<file path="config.mk">
export PLATFORM = sky130hd
export DESIGN_NAME = dmem_dump_reader
export DESIGN_NICKNAME = d
export VERILOG_FILES = /design/src/rtl/dmem_dump_reader.sv
export SDC_FILE = /design/constraint.sdc
export NUM_CORES = 1
export LEC_CHECK = 0
export BUFFER_PORTS_ARGS = -buffer_cell sky130_fd_sc_hd__buf_4
export CAP_MARGIN = 25
export CORE_ASPECT_RATIO = 1.2
export CORE_UTILIZATION = 35
export DETAILED_ROUTE_END_ITERATION = 7
export PLACE_DENSITY = 0.65
export SETUP_SLACK_MARGIN = 0.02
export SLEW_MARGIN = 0
export SYNTH_ARGS = -nofsm -noshare
export SYNTH_HDL_FRONTEND = slang
export SYNTH_SLANG_ARGS = --single-unit
</file>
<file path="constraint.sdc">
create_clock -name clk -period 1.9 [get_ports clk]
set_clock_uncertainty 0.15 [all_clocks]
set_input_delay 0.095 -clock clk [delete_from_list [all_inputs] [get_ports clk]]
set_output_delay 0.095 -clock clk [all_outputs]
set_load 0.01 [all_outputs]
</file>
<file path="src/rtl/dmem_dump_reader.sv">
// rtl/dmem_dump_reader.sv - sweeps a word range of the data memory through a
// synchronous read port and streams each word out with its dump index.
module dmem_dump_reader #(
  parameter int DATA_W = 32,
  parameter int ADDR_W = 9,
  parameter int CNT_W  = ADDR_W + 1
) (
  input  logic              clk,
  input  logic              rst,
  input  logic              start,
  input  logic              abort,
  input  logic [ADDR_W-1:0] base_addr,
  input  logic [CNT_W-1:0]  word_count,
  output logic              mem_rd_en,
  output logic [ADDR_W-1:0] mem_addr,
  input  logic [DATA_W-1:0] mem_rdata,
  output logic              out_valid,
  input  logic              out_ready,
  output logic [DATA_W-1:0] out_data,
  output logic [CNT_W-1:0]  out_index,
  output logic              busy,
  output logic              done
);

  typedef enum logic [2:0] {
    S_IDLE,
    S_REQ,
    S_WAIT,
    S_SEND,
    S_FIN
  } state_t;

  state_t              r_state;
  state_t              w_next;
  logic [ADDR_W-1:0]   r_addr;
  logic [CNT_W-1:0]    r_remaining;
  logic [CNT_W-1:0]    r_idx;
  logic [DATA_W-1:0]   r_data;
  logic                w_accept;
  logic                w_launch;

  assign w_accept = (r_state == S_SEND) && out_ready;
  assign w_launch = (r_state == S_IDLE) && start && (word_count != '0);

  always_comb begin
    w_next = r_state;
    case (r_state)
      S_IDLE: begin
        if (start) begin
          w_next = (word_count == '0) ? S_FIN : S_REQ;
        end
      end
      S_REQ:  w_next = abort ? S_FIN : S_WAIT;
      S_WAIT: w_next = abort ? S_FIN : S_SEND;
      S_SEND: begin
        // An accept coinciding with abort still retires the word; both end in FIN.
        if (abort) begin
          w_next = S_FIN;
        end else if (w_accept) begin
          w_next = (r_remaining == CNT_W'(1)) ? S_FIN : S_REQ;
        end
      end
      S_FIN:   w_next = S_IDLE;
      default: w_next = S_IDLE;
    endcase
  end

  always_ff @(posedge clk or posedge rst) begin
    if (rst) begin
      r_state     <= S_IDLE;
      r_addr      <= '0;
      r_remaining <= '0;
      r_idx       <= '0;
      r_data      <= '0;
    end else begin
      r_state <= w_next;
      if (w_launch) begin
        r_addr      <= base_addr;
        r_remaining <= word_count;
        r_idx       <= '0;
      end
      if ((r_state == S_WAIT) && !abort) begin
        r_data <= mem_rdata;
      end
      // Address wraps naturally at 2**ADDR_W.
      if (w_accept) begin
        r_addr      <= r_addr + ADDR_W'(1);
        r_idx       <= r_idx + CNT_W'(1);
        r_remaining <= r_remaining - CNT_W'(1);
      end
    end
  end

  assign mem_rd_en = (r_state == S_REQ);
  assign mem_addr  = r_addr;
  assign out_valid = (r_state == S_SEND);
  assign out_data  = r_data;
  assign out_index = r_idx;
  assign busy      = (r_state != S_IDLE);
  assign done      = (r_state == S_FIN);

endmodule

</file>
==> flow_summary.json <==
{
  "timing.rr.end": "out_data[31]$_DFFE_PP0P_",
  "portBuffers": 110,
  "yosysUniqueCellTypes": 47,
  "synth_top_area_frac": 0.529,
  "fin_cells": 589,
  "multi_input_area_um2": 1370,
  "crit_top_cell": "nor2_4",
  "initial_core_util": 0.367,
  "synth_compound_area_frac": 0.109,
  "synth_area_um2": 3030,
  "numCtsBuffers": 9,
  "avgSynthCellArea_um2": 11.0,
  "drt-total-wl_um": 8920,
  "period_minus_slack_ns": 1.85,
  "setup_tns_ns": 0,
  "max_cap_violations": 0,
  "ff2ff_path_depth": 6,
  "avgRoutedWirePerCell_um": 15.1,
  "seq_area_um2": 1600,
  "cts_tree": "done",
  "p_comb_frac": 0.451,
  "synth_edf_count": 0,
  "drive_gt1_frac": 0.434,
  "synth_most_common_cell": "dfrtp_1",
  "crit_start": "r_state[2]$_DFFE_PP0P_",
  "synth_top_family_by_area": "simple AND/OR/NAND/NOR gates",
  "cts_root_buf": "clkbuf_8",
  "timing.reg2reg.setup_slack_ns": 0.05,
  "gp_congestion": 0.811,
  "rsz0062_at_grt": "true",
  "swShare": 0.348,
  "grt_pass1_wl_um": 13800,
  "die_h_um": 104,
  "maxSlewViolCount": 0,
  "path_cells": "buf_4, nor2_4, nand2_2, nor2_4, clkbuf_16, mux2_2",
  "period_share": 0.972,
  "crit_required_ns": 1.97,
  "synthAdderAreaFrac": 0.0165,
  "grtUsageTotal": 0.196,
  "grt_pass1_vias": 2922,
  "status": "complete, no violations",
  "synthFlopType": "dfrtp_1",
  "areaGrowthSynthToFinish_pct": 67.2,
  "critPathMaxFanout": 8,
  "drc_errors": 0,
  "hold_slack_ns": 0.213,
  "setup_ws_ns": 0.0527,
  "relSlewSlack": 0.638,
  "clock-sinks": 64,
  "seqPwrFrac": 0.365,
  "arrival_ns": 1.92,
  "fp.dieW_um": 86.9,
  "final_net_count": 530,
  "synth_top_area_cell": "dfrtp_1",
  "antenna_cells": 0,
  "critPathTopFamily": "simple AND/OR/NAND/NOR gates",
  "overflow": 0,
  "num_io_pins": 111,
  "hold_class": "in2reg",
  "cp.buffers_inverters": 2,
  "path_clk_slew_ns": 0.07,
  "path_class": "reg2reg",
  "clock_path_buffers": 2,
  "cellPowerDensity_nw_per_um2": 1310,
  "dp_cells": 512,
  "synth-seq-cells": 64,
  "power_leakage_nw": 2.31,
  "syn_inst": 275,
  "firstDrtPassIters": 4,
  "crit_end": "out_data[31]$_DFFE_PP0P_",
  "yosysWarnings": 0,
  "clock_power_share": 0.184,
  "syn_nets": 335,
  "dp_slack_ns": -0.128,
  "p_switching_mw": 2.30,
  "setup_viol": 0,
  "synth_xor_area_frac": 0.0203,
  "placementRows": 36,
  "grt_antenna_before_repair": 0,
  "r2r-start": "r_state[2]$_DFFE_PP0P_",
  "ys_seq_area_frac": 0.529,
  "clock_latency_ns": 0.34,
  "cp_slowest_cell": "dfrtp_1",
  "p_int_mw": 4.31,
  "ir_worst_vdd_uv": 638,
  "synthSimpleGateAreaFrac": 0.173,
  "cp-start-kind": "flop",
  "die_area_um2": 9020,
  "tightest_slew_ns": 0.543,
  "synthArstFlopShare": 1.00,
  "synthMuxAreaShare": 0.119,
  "max_stage_delay_ns": 0.42,
  "first_iter_violations": 86,
  "synth.top_cells.by_count": "64 x dfrtp_1, 32 x mux2_2, 23 x nor2_1",
  "synth_area_leaders": "dfrtp_1 53%, mux2_2 12%, nor2_1 2.9%",
  "crit_path_end_kind": "flop",
  "viasPerCell": 5.02,
  "fillers": 684,
  "hold_viol_final": 0,
  "fmax_mhz": 541,
  "crit_cells": 6,
  "grt_max_degree": 33,
  "vias": 2959,
  "ant_nets": 0,
  "core_region_area_um2": 8240,
  "dp_hpwl_um": 5750,
  "htreeDepth": 3
}
==> sequential cells by signal (all words and copies together), names as in the netlist <==
register	flops
r_state	3
out_index	10
r_remaining	10
mem_addr	9
out_data	32
==> timing repair <==
item,4_1_cts,5_1_grt
endpoints found under the hold margin,77,0
pin swaps,0,0
hold buffers,56,0
setup buffers,2,0
gates resized for setup,0,10
setup endpoints to repair,2,46
cloned,0,3
==> area by class of cell <==
class                           count  share of cell area
Sequential cell                    64               0.317
Multi-Input combinational cell    189               0.272
Clock buffer                       12              0.0307
Inverter                            8             0.00594
Timing Repair Buffer              198               0.337
Clock inverter                      4              0.0104
Tap cell                          114              0.0282
==> power groups by stage <==
stage / clock network [mW] / logic [mW] / registers [mW]
2_1_floorplan: 0 / 1.18 / 2.57
3_3_place_gp: 0 / 2.71 / 2.36
3_5_place_dp: 0 / 2.76 / 2.41
4_1_cts: 1.25 / 2.89 / 2.38
5_1_grt: 1.31 / 3.26 / 2.48
6_report: 1.22 / 2.98 / 2.41
==> layer usage <==
metal | GRT usage | vias up | routed length (um)
li1 | - | 1406 | -
met1 | 0.246 | 1431 | 3820
met2 | 0.320 | 110 | 4350
met3 | 0.0534 | 10 | 588
met4 | 0.0679 | 2 | 132
met5 | 0 | - | 33
==> placed cells by master (no fill, tap or decap), types with 2 or more instances in the layout <==
cell           netlist  routed
nand4b_1             2       2
nand4_1              5       5
buf_4                0     136
dlygate4sd3_1        0      56
and3_1               5       5
or4_4                1       2
o21ai_0             12      12
inv_1                8       7
a21oi_1              5       5
o22ai_1              3       3
a221o_1              3       3
mux2_2              32      32
o211ai_1             4       4
nor2_4               0       2
a31o_2               2       2
or3_1                3       3
a211oi_1             4       4
clkinvlp_4           0       3
nand3_1             13      13
ha_1                 4       3
nor2_1              23      21
dfrtp_1             64      64
nand2_1             18      17
xnor2_1              4       4
nor4b_2              1       3
or4_1                4       3
xor2_1               3       3
nor3_1              10      10
buf_12               0       3
and2_1               2       2
a31oi_1              2       2
clkbuf_8             0      11
a221oi_1             2       2
nor4_1               6       5
clkbuf_16            0       2
==> logic make-up after synthesis <==
logic type               Yosys count
flip-flops                        64
AO/OA/AOI/OAI                     47
buffers and inverters             22
multiplexers                      32
XOR/XNOR                           7
AND/OR/NAND/NOR                   99
adder cells (fa/ha/maj)            4
==> worst min path at each step <==
stage | start | to | slack (ns) | cells past startpoint
floorplan | out_ready | r_state[1]$_DFFE_PP0P_ | 0.05 | 1
global placement | rst | out_data[21]$_DFFE_PP0P_ | 0.02 | 2
detailed placement | rst | out_data[21]$_DFFE_PP0P_ | 0.03 | 2
CTS | word_count[5] | r_remaining[2]$_DFFE_PP0P_ | 0.20 | 5
global route | rst | out_data[11]$_DFFE_PP0P_ | 0.25 | 3
finish | word_count[5] | r_remaining[2]$_DFFE_PP0P_ | 0.21 | 5
==> worst min-delay path, delay by kind of cell <==
| family | cells | cell delay [ns] |
|---|---|---|
| AO/OA/AOI/OAI | 2 | 0.28 |
| buffers and inverters | 1 | 0.08 |
| AND/OR/NAND/NOR | 2 | 0.21 |
==> per-stage QoR <==
| step | power (mW) | util | area (um^2) |
|---|---|---|---|
| final | 6.61 | 0.614 | 5060 |
| after global routing | 7.05 | 0.614 | 5060 |
| after CTS | 6.51 | 0.601 | 4960 |
| after detailed placement | 5.16 | 0.506 | 4170 |
| after global placement | 5.07 | 0.506 | 4170 |
| after floorplan | 3.75 | - | 3030 |
Note: power is estimated with default switching activity, not from simulation.
